<file path="config.mk">
export PLATFORM = sky130hd
export DESIGN_NAME = serial_subtractor_flat
export DESIGN_NICKNAME = d
export VERILOG_FILES = /design/src/rtl/serial_subtractor_pkg.sv /design/src/rtl/serial_subtractor_if.sv /design/src/rtl/serial_subtractor_half_subtractor.sv /design/src/rtl/serial_subtractor.sv /design/src/flat_wrapper.sv
export SDC_FILE = /design/constraint.sdc
export NUM_CORES = 1
export LEC_CHECK = 0
export CORE_ASPECT_RATIO = 1.4
export CORE_MARGIN = 2
export CORE_UTILIZATION = 52
export DETAILED_ROUTE_END_ITERATION = 12
export PLACE_DENSITY_LB_ADDON = 0.2
export SLEW_MARGIN = 20
export SYNTH_ARGS = -nofsm -noshare
export SYNTH_HDL_FRONTEND = slang
export SYNTH_SLANG_ARGS = --single-unit
</file>
<file path="constraint.sdc">
create_clock -name clk -period 1.94 [get_ports clk]
set_input_delay 0.194 -clock clk [delete_from_list [all_inputs] [get_ports clk]]
set_output_delay 0.194 -clock clk [all_outputs]
set_load 0.01 [all_outputs]
</file>
<file path="src/rtl/serial_subtractor_pkg.sv">
// Shared definitions for the bit-serial subtractor: FSM states, default width
// and the bit-counter sizing helper.
package serial_sub_pkg;

  typedef enum logic [1:0] {
    IDLE  = 2'd0,
    SHIFT = 2'd1,
    DONE  = 2'd2
  } state_e;

  localparam int DEFAULT_WIDTH = 32'sd8;

  // Ceiling log2, evaluated at elaboration time.
  function automatic int clog2(input int value);
    int res;
    res = 32'sd0;
    for (int i = 0; i < 31; i++) begin
      if ((32'sd1 << i) < value) begin
        res = i + 32'sd1;
      end else begin
        res = res;
      end
    end
    return res;
  endfunction

  // The counter must be able to hold every bit index of the operand.
  function automatic int cnt_width(input int width);
    return clog2(width + 32'sd1);
  endfunction

endpackage

</file>
<file path="src/rtl/serial_subtractor_if.sv">
// Request/result bundle of serial_subtractor. The overflow signal exists only
// when SERIAL_SUB_OVERFLOW_EN is defined.
interface serial_subtractor_if
  import serial_sub_pkg::*;
#(
  parameter int WIDTH = DEFAULT_WIDTH
) ();

  logic             start;
  logic [WIDTH-1:0] a;
  logic [WIDTH-1:0] b;
  logic             busy;
  logic             done;
  logic [WIDTH-1:0] diff;
  logic             borrow;
`ifdef SERIAL_SUB_OVERFLOW_EN
  logic             overflow;
`endif

  modport master (
    output start,
    output a,
    output b,
    input  busy,
    input  done,
    input  diff,
`ifdef SERIAL_SUB_OVERFLOW_EN
    input  overflow,
`endif
    input  borrow
  );

  modport slave (
    input  start,
    input  a,
    input  b,
    output busy,
    output done,
    output diff,
`ifdef SERIAL_SUB_OVERFLOW_EN
    output overflow,
`endif
    output borrow
  );

endinterface

</file>
<file path="src/rtl/serial_subtractor_half_subtractor.sv">
// One-bit half subtractor: x - y giving a difference bit and a borrow-out.
// Two of these plus an OR form a full subtractor cell.
module half_subtractor (
  input  logic x,
  input  logic y,
  output logic d,
  output logic bo
);

  assign d  = x ^ y;
  assign bo = ~x & y;

endmodule

</file>
<file path="src/rtl/serial_subtractor.sv">
// Bit-serial WIDTH-bit subtractor (a - b, LSB first, registered borrow chain).
// Define SERIAL_SUB_OVERFLOW_EN to add the signed overflow output.
module serial_subtractor
  import serial_sub_pkg::*;
#(
  parameter int WIDTH = DEFAULT_WIDTH
) (
  input  logic               clk,
  input  logic               rst_n,
  serial_subtractor_if.slave bus
);

  localparam int CNT_W = cnt_width(WIDTH);

  state_e             state_r, state_s;
  logic [WIDTH-1:0]   a_r, a_s;
  logic [WIDTH-1:0]   b_r, b_s;
  logic [WIDTH-1:0]   res_r, res_s;
  logic [WIDTH-1:0]   res_shift_s;
  logic               bin_r, bin_s;
  logic [CNT_W-1:0]   cnt_r, cnt_s;
  logic               busy_r, busy_s;
  logic               done_r, done_s;
  logic [WIDTH-1:0]   diff_r, diff_s;
  logic               borrow_r, borrow_s;
  logic               d0_s, bo0_s, d_s, bo1_s, bout_s;
`ifdef SERIAL_SUB_OVERFLOW_EN
  logic               a_msb_r, a_msb_s;
  logic               b_msb_r, b_msb_s;
  logic               ovf_r, ovf_s;
`endif

  half_subtractor u_hs_ab (
    .x  (a_r[0]),
    .y  (b_r[0]),
    .d  (d0_s),
    .bo (bo0_s)
  );

  half_subtractor u_hs_bin (
    .x  (d0_s),
    .y  (bin_r),
    .d  (d_s),
    .bo (bo1_s)
  );

  assign bout_s = bo0_s | bo1_s;

  // New difference bit enters at the MSB so the LSB-first result ends aligned.
  always_comb begin
    res_shift_s              = res_r >> 1;
    res_shift_s[WIDTH-1]     = d_s;
  end

  // Next-state, datapath and registered-output logic.
  always_comb begin
    state_s  = state_r;
    a_s      = a_r;
    b_s      = b_r;
    res_s    = res_r;
    bin_s    = bin_r;
    cnt_s    = cnt_r;
    busy_s   = 1'b0;
    done_s   = 1'b0;
    diff_s   = diff_r;
    borrow_s = borrow_r;
`ifdef SERIAL_SUB_OVERFLOW_EN
    a_msb_s  = a_msb_r;
    b_msb_s  = b_msb_r;
    ovf_s    = ovf_r;
`endif
    case (state_r)
      IDLE: begin
        if (bus.start) begin
          state_s = SHIFT;
          a_s     = bus.a;
          b_s     = bus.b;
          res_s   = '0;
          bin_s   = 1'b0;
          cnt_s   = '0;
          busy_s  = 1'b1;
`ifdef SERIAL_SUB_OVERFLOW_EN
          a_msb_s = bus.a[WIDTH-1];
          b_msb_s = bus.b[WIDTH-1];
`endif
        end else begin
          state_s = IDLE;
        end
      end
      SHIFT: begin
        a_s   = a_r >> 1;
        b_s   = b_r >> 1;
        res_s = res_shift_s;
        bin_s = bout_s;
        cnt_s = cnt_r + CNT_W'(1);
        if (cnt_r == CNT_W'(WIDTH - 1)) begin
          state_s  = DONE;
          diff_s   = res_shift_s;
          borrow_s = bout_s;
          done_s   = 1'b1;
`ifdef SERIAL_SUB_OVERFLOW_EN
          ovf_s    = (a_msb_r != b_msb_r) && (d_s != a_msb_r);
`endif
        end else begin
          busy_s = 1'b1;
        end
      end
      DONE: begin
        state_s = IDLE;
      end
      default: begin
        state_s = IDLE;
      end
    endcase
  end

  // State register.
  always_ff @(posedge clk or negedge rst_n) begin
    if (!rst_n) begin
      state_r <= IDLE;
    end else begin
      state_r <= state_s;
    end
  end

  // Operand, result and output registers.
  always_ff @(posedge clk or negedge rst_n) begin
    if (!rst_n) begin
      a_r      <= '0;
      b_r      <= '0;
      res_r    <= '0;
      bin_r    <= 1'b0;
      cnt_r    <= '0;
      busy_r   <= 1'b0;
      done_r   <= 1'b0;
      diff_r   <= '0;
      borrow_r <= 1'b0;
`ifdef SERIAL_SUB_OVERFLOW_EN
      a_msb_r  <= 1'b0;
      b_msb_r  <= 1'b0;
      ovf_r    <= 1'b0;
`endif
    end else begin
      a_r      <= a_s;
      b_r      <= b_s;
      res_r    <= res_s;
      bin_r    <= bin_s;
      cnt_r    <= cnt_s;
      busy_r   <= busy_s;
      done_r   <= done_s;
      diff_r   <= diff_s;
      borrow_r <= borrow_s;
`ifdef SERIAL_SUB_OVERFLOW_EN
      a_msb_r  <= a_msb_s;
      b_msb_r  <= b_msb_s;
      ovf_r    <= ovf_s;
`endif
    end
  end

  assign bus.busy   = busy_r;
  assign bus.done   = done_r;
  assign bus.diff   = diff_r;
  assign bus.borrow = borrow_r;
`ifdef SERIAL_SUB_OVERFLOW_EN
  assign bus.overflow = ovf_r;
`endif

endmodule

</file>
<file path="src/flat_wrapper.sv">
// flat-port wrapper written by rule: the top's interface ports become plain ports
module serial_subtractor_flat import serial_sub_pkg::*;
#(
  parameter int WIDTH = DEFAULT_WIDTH
)
  (clk, rst_n, bus_start, bus_a, bus_b, bus_busy, bus_done, bus_diff, bus_borrow);
  serial_subtractor_if #(.WIDTH(WIDTH)) bus_i ();
  input  logic clk;
  input  logic rst_n;
  input wire logic [$bits(bus_i.start)-1:0] bus_start;
  input wire logic [$bits(bus_i.a)-1:0] bus_a;
  input wire logic [$bits(bus_i.b)-1:0] bus_b;
  output wire logic [$bits(bus_i.busy)-1:0] bus_busy;
  output wire logic [$bits(bus_i.done)-1:0] bus_done;
  output wire logic [$bits(bus_i.diff)-1:0] bus_diff;
  output wire logic [$bits(bus_i.borrow)-1:0] bus_borrow;
  assign bus_i.start = bus_start;
  assign bus_i.a = bus_a;
  assign bus_i.b = bus_b;
  assign bus_busy = bus_i.busy;
  assign bus_done = bus_i.done;
  assign bus_diff = bus_i.diff;
  assign bus_borrow = bus_i.borrow;
  serial_subtractor #(.WIDTH(WIDTH)) u_core (.clk(clk), .rst_n(rst_n), .bus(bus_i));
endmodule
</file>
==> results.py <==
metrics = {
    "route": {
        "routedWlPerCell_um": 15.2,
        "post-route-drc-count": 0,
        "wl_met1_mm": 1.43,
        "vias": 1320,
        "initialDrtViolationCount": 25,
        "highest_layer": "met4",
        "first_pass_iters": 4,
        "wirelength_mm": 3.55,
        "ant_nets": 0,
        "viasPerCell": 5.67,
        "wl_met2_mm": 1.89,
        "wl_met3_um": 143,
    },
    "floorplanning": {
        "die-width_um": 53.5,
        "die_area_mm2": 0.00391,
        "die_h_um": 73.2,
        "num_rows": 25,
        "core-area_mm2": 0.00332,
        "start_util_pct": 53.7,
        "num_io_pins": 30,
    },
    "min_path": {
        "hp-class": "input port to asynchronous set/reset pin",
    },
    "power": {
        "clockPowerShare_pct": 19.2,
        "switchingPower_mw": 1.16,
        "pwr-share-seq_pct": 42.3,
        "switching_share_pct": 33.9,
        "internal-power_mw": 2.26,
        "p_comb_share_pct": 38.5,
        "peakVddDrop_v": 0.000893,
        "power.density_mw_per_mm2": 1520,
        "power.leakage_nw": 0.987,
    },
    "clocking": {
        "clkLatencyLatePin_ps": 290,
        "clkSinkCount": 41,
        "cts-root-buf": "clkbuf_8",
        "clk_pin_slew_ps": 80,
        "cts_resized": 0,
        "ctsLongestPathBuffers": 2,
        "cts_buffers": 5,
        "cts_tree": "yes",
        "htree_levels": 2,
    },
    "sta": {
        "min_period_ps": 1670,
        "setup_tns_ps": 0,
        "slew_headroom_pct": 66.1,
        "skew_ps": 6.42,
        "hold_viol": 0,
        "fin_crit_sh_pct": 86.0,
        "finalSetupViolCount": 0,
        "drv_slew": 0,
        "rsz0062_at_grt": "false",
        "worst_pin_slew_ps": 508,
        "fmax_mhz": 599,
    },
    "cells_and_area": {
        "layout_common_cells": "dfrtp_1 (41), clkdlybuf4s50_1 (28), o21ai_0 (18)",
        "finalNetCount": 214,
        "mostFrequentLayoutCell": "dfrtp_1",
        "drive_gt1_share_pct": 13.5,
        "fill_cells": 281,
        "syn_to_final_growth_pct": 26.3,
        "diodes": 0,
        "fin_area_mm2": 0.00225,
    },
    "place": {
        "dpl-instance-area_mm2": 0.00213,
        "hpwlAfterDp_mm": 2.44,
        "port_buffers": 29,
        "routabilityCongestion": 0.734,
    },
    "setup_path": {
        "crit_chain": "ha_1, nand2_1, nor3_4, mux2_2",
        "critical_path_required_ps": 2120,
        "crit_fanout": 10,
        "critPathLaunchType": "register",
        "critPathTopFamily": "simple AND/OR/NAND/NOR gates",
        "arrival_ps": 1850,
        "critPathCaptureType": "register",
        "crit_slowest_cell": "nor3_4",
        "slowest_delay_ps": 450,
        "crit_buf_inv": 0,
        "crit_type": "register to register",
    },
    "synth": {
        "synth_area_leaders": "dfrtp_1 (58%), mux2_2 (5.7%), nor2b_1 (5.3%)",
        "synth-async-reset-ratio_pct": 100,
        "ys_warn_count": 0,
        "ys_ff_latch": 41,
        "synth_top_area_share_pct": 57.6,
        "ys.flop_type": "dfrtp_1",
        "syn_nets": 178,
        "syn_area_mm2": 0.00178,
        "yosysTopAreaCell": "dfrtp_1",
        "syn_inst": 157,
        "syn_avg_cell_area_um2": 11.3,
        "synth_edf_count": 0,
        "seq_area_frac_synth_pct": 57.6,
        "synthDistinctLibCells": 24,
    },
    "run_status": {
        "status": "complete, no violations",
    },
    "global_routing": {
        "grt_overflow": 0,
        "grt_max_degree": 42,
        "grt_pass1_vias": 1361,
        "gr-usage-all-layers_pct": 21.3,
        "antenna_found_initial": 0,
        "grt_pass1_wl_mm": 6.02,
    },
    "run": {
        "maxCapViolCount": 0,
    },
}
## cell families after synthesis
group | after synthesis | synth area share (%)
compound gates | 58 | 20.2
fa+ha+maj | 2 | 1.83
flops | 41 | 57.6
buf+inv | 12 | 2.95
simple gates | 34 | 11.1
mux | 10 | 6.25
## power groups by stage
| stage | Clock [mW] | Sequential (mW) | Combinational, mW |
|---|---|---|---|
| 2_1_floorplan | 0 | 1.46 | 0.808 |
| 3_3_place_gp | 0 | 1.44 | 1.29 |
| 3_5_place_dp | 0 | 1.47 | 1.33 |
| 5_1_grt | 0.705 | 1.49 | 1.47 |
| 4_1_cts | 0.673 | 1.45 | 1.35 |
| 6_report | 0.659 | 1.45 | 1.32 |
## sequential cells by signal, summed over array words and instances, names as in the netlist, 2 cells and up
name and cells:
u_core.a_r 8, u_core.b_r 8, u_core.bus.diff 8, u_core.cnt_r 4, u_core.res_r 7, u_core.state_r 2
## cells in the mapped netlist (2+ instances only)
master    number
a22o_1         9
nand2_1        8
o21ai_0       18
and3b_1        2
nor2_1         2
a22oi_1       12
nor2b_1       15
mux2_2         9
dfrtp_1       41
a21oi_1       17
inv_1          3
buf_2          3
clkbuf_1       5
nand3_1        3
## what timing repair did
action	in CTS	in global routing
hold endpoints to repair	41	0
hold buffers	1	0
setup buffers	0	0
## through the flow
step / setup WS (ps) / total power [mW] / utilization [%] / hold WS, ps / std cells
floorplan: 443 / 2.26 / - / -102 / 157
detailed placement: 254 / 2.79 / 64.4 / 285 / 225
CTS: 241 / 3.47 / 67.8 / 495 / 233
global placement: 344 / 2.73 / 64.4 / 277 / 225
global route: 195 / 3.67 / 67.8 / 518 / 233
finish: 271 / 3.42 / 67.8 / 477 / 233
## tightest hold or removal path: cells and delay by family
kind / cells / cell delay [ps]
buffers and inverters: 3 / 1020
## final timing paths
path,from,to,slack (ps),cells past startpoint
setup / recovery,u_core.cnt_r[0]$_DFFE_PN0P_,u_core.bus.diff[4]$_DFFE_PN0P_,270,4
setup reg to reg,u_core.cnt_r[0]$_DFFE_PN0P_,u_core.bus.diff[4]$_DFFE_PN0P_,270,4
min in group clk,u_core.b_r[2]$_DFFE_PN0P_,u_core.b_r[2]$_DFFE_PN0P_,490,2
hold / removal,rst_n,u_core.res_r[1]$_DFFE_PN0P_,480,3
hold reg to reg,u_core.b_r[2]$_DFFE_PN0P_,u_core.b_r[2]$_DFFE_PN0P_,490,2
max in group asynchronous,rst_n,u_core.a_r[4]$_DFFE_PN0P_,1100,3
## routing by layer
layer  global-route usage (%)  vias to the layer above
met2                     35.8                       32
met3                     5.12                        8
met4                     11.1                        0
li1                         -                      633
met1                     24.5                      647
met5                        0                        -
## area by class of cell
cell class / instances / area, um2 / share of cell area, %
repair buffers: 38 / 355 / 15.8
clock buffers: 5 / 68.8 / 3.06
clock inverters: 2 / 35.0 / 1.56
well taps: 40 / 50.0 / 2.23
inverters: 3 / 11.3 / 0.501
multi-input cells: 104 / 702 / 31.2
flip-flops and latches: 41 / 1030 / 45.6
No activity file was read; power rests on OpenSTA's default activity.
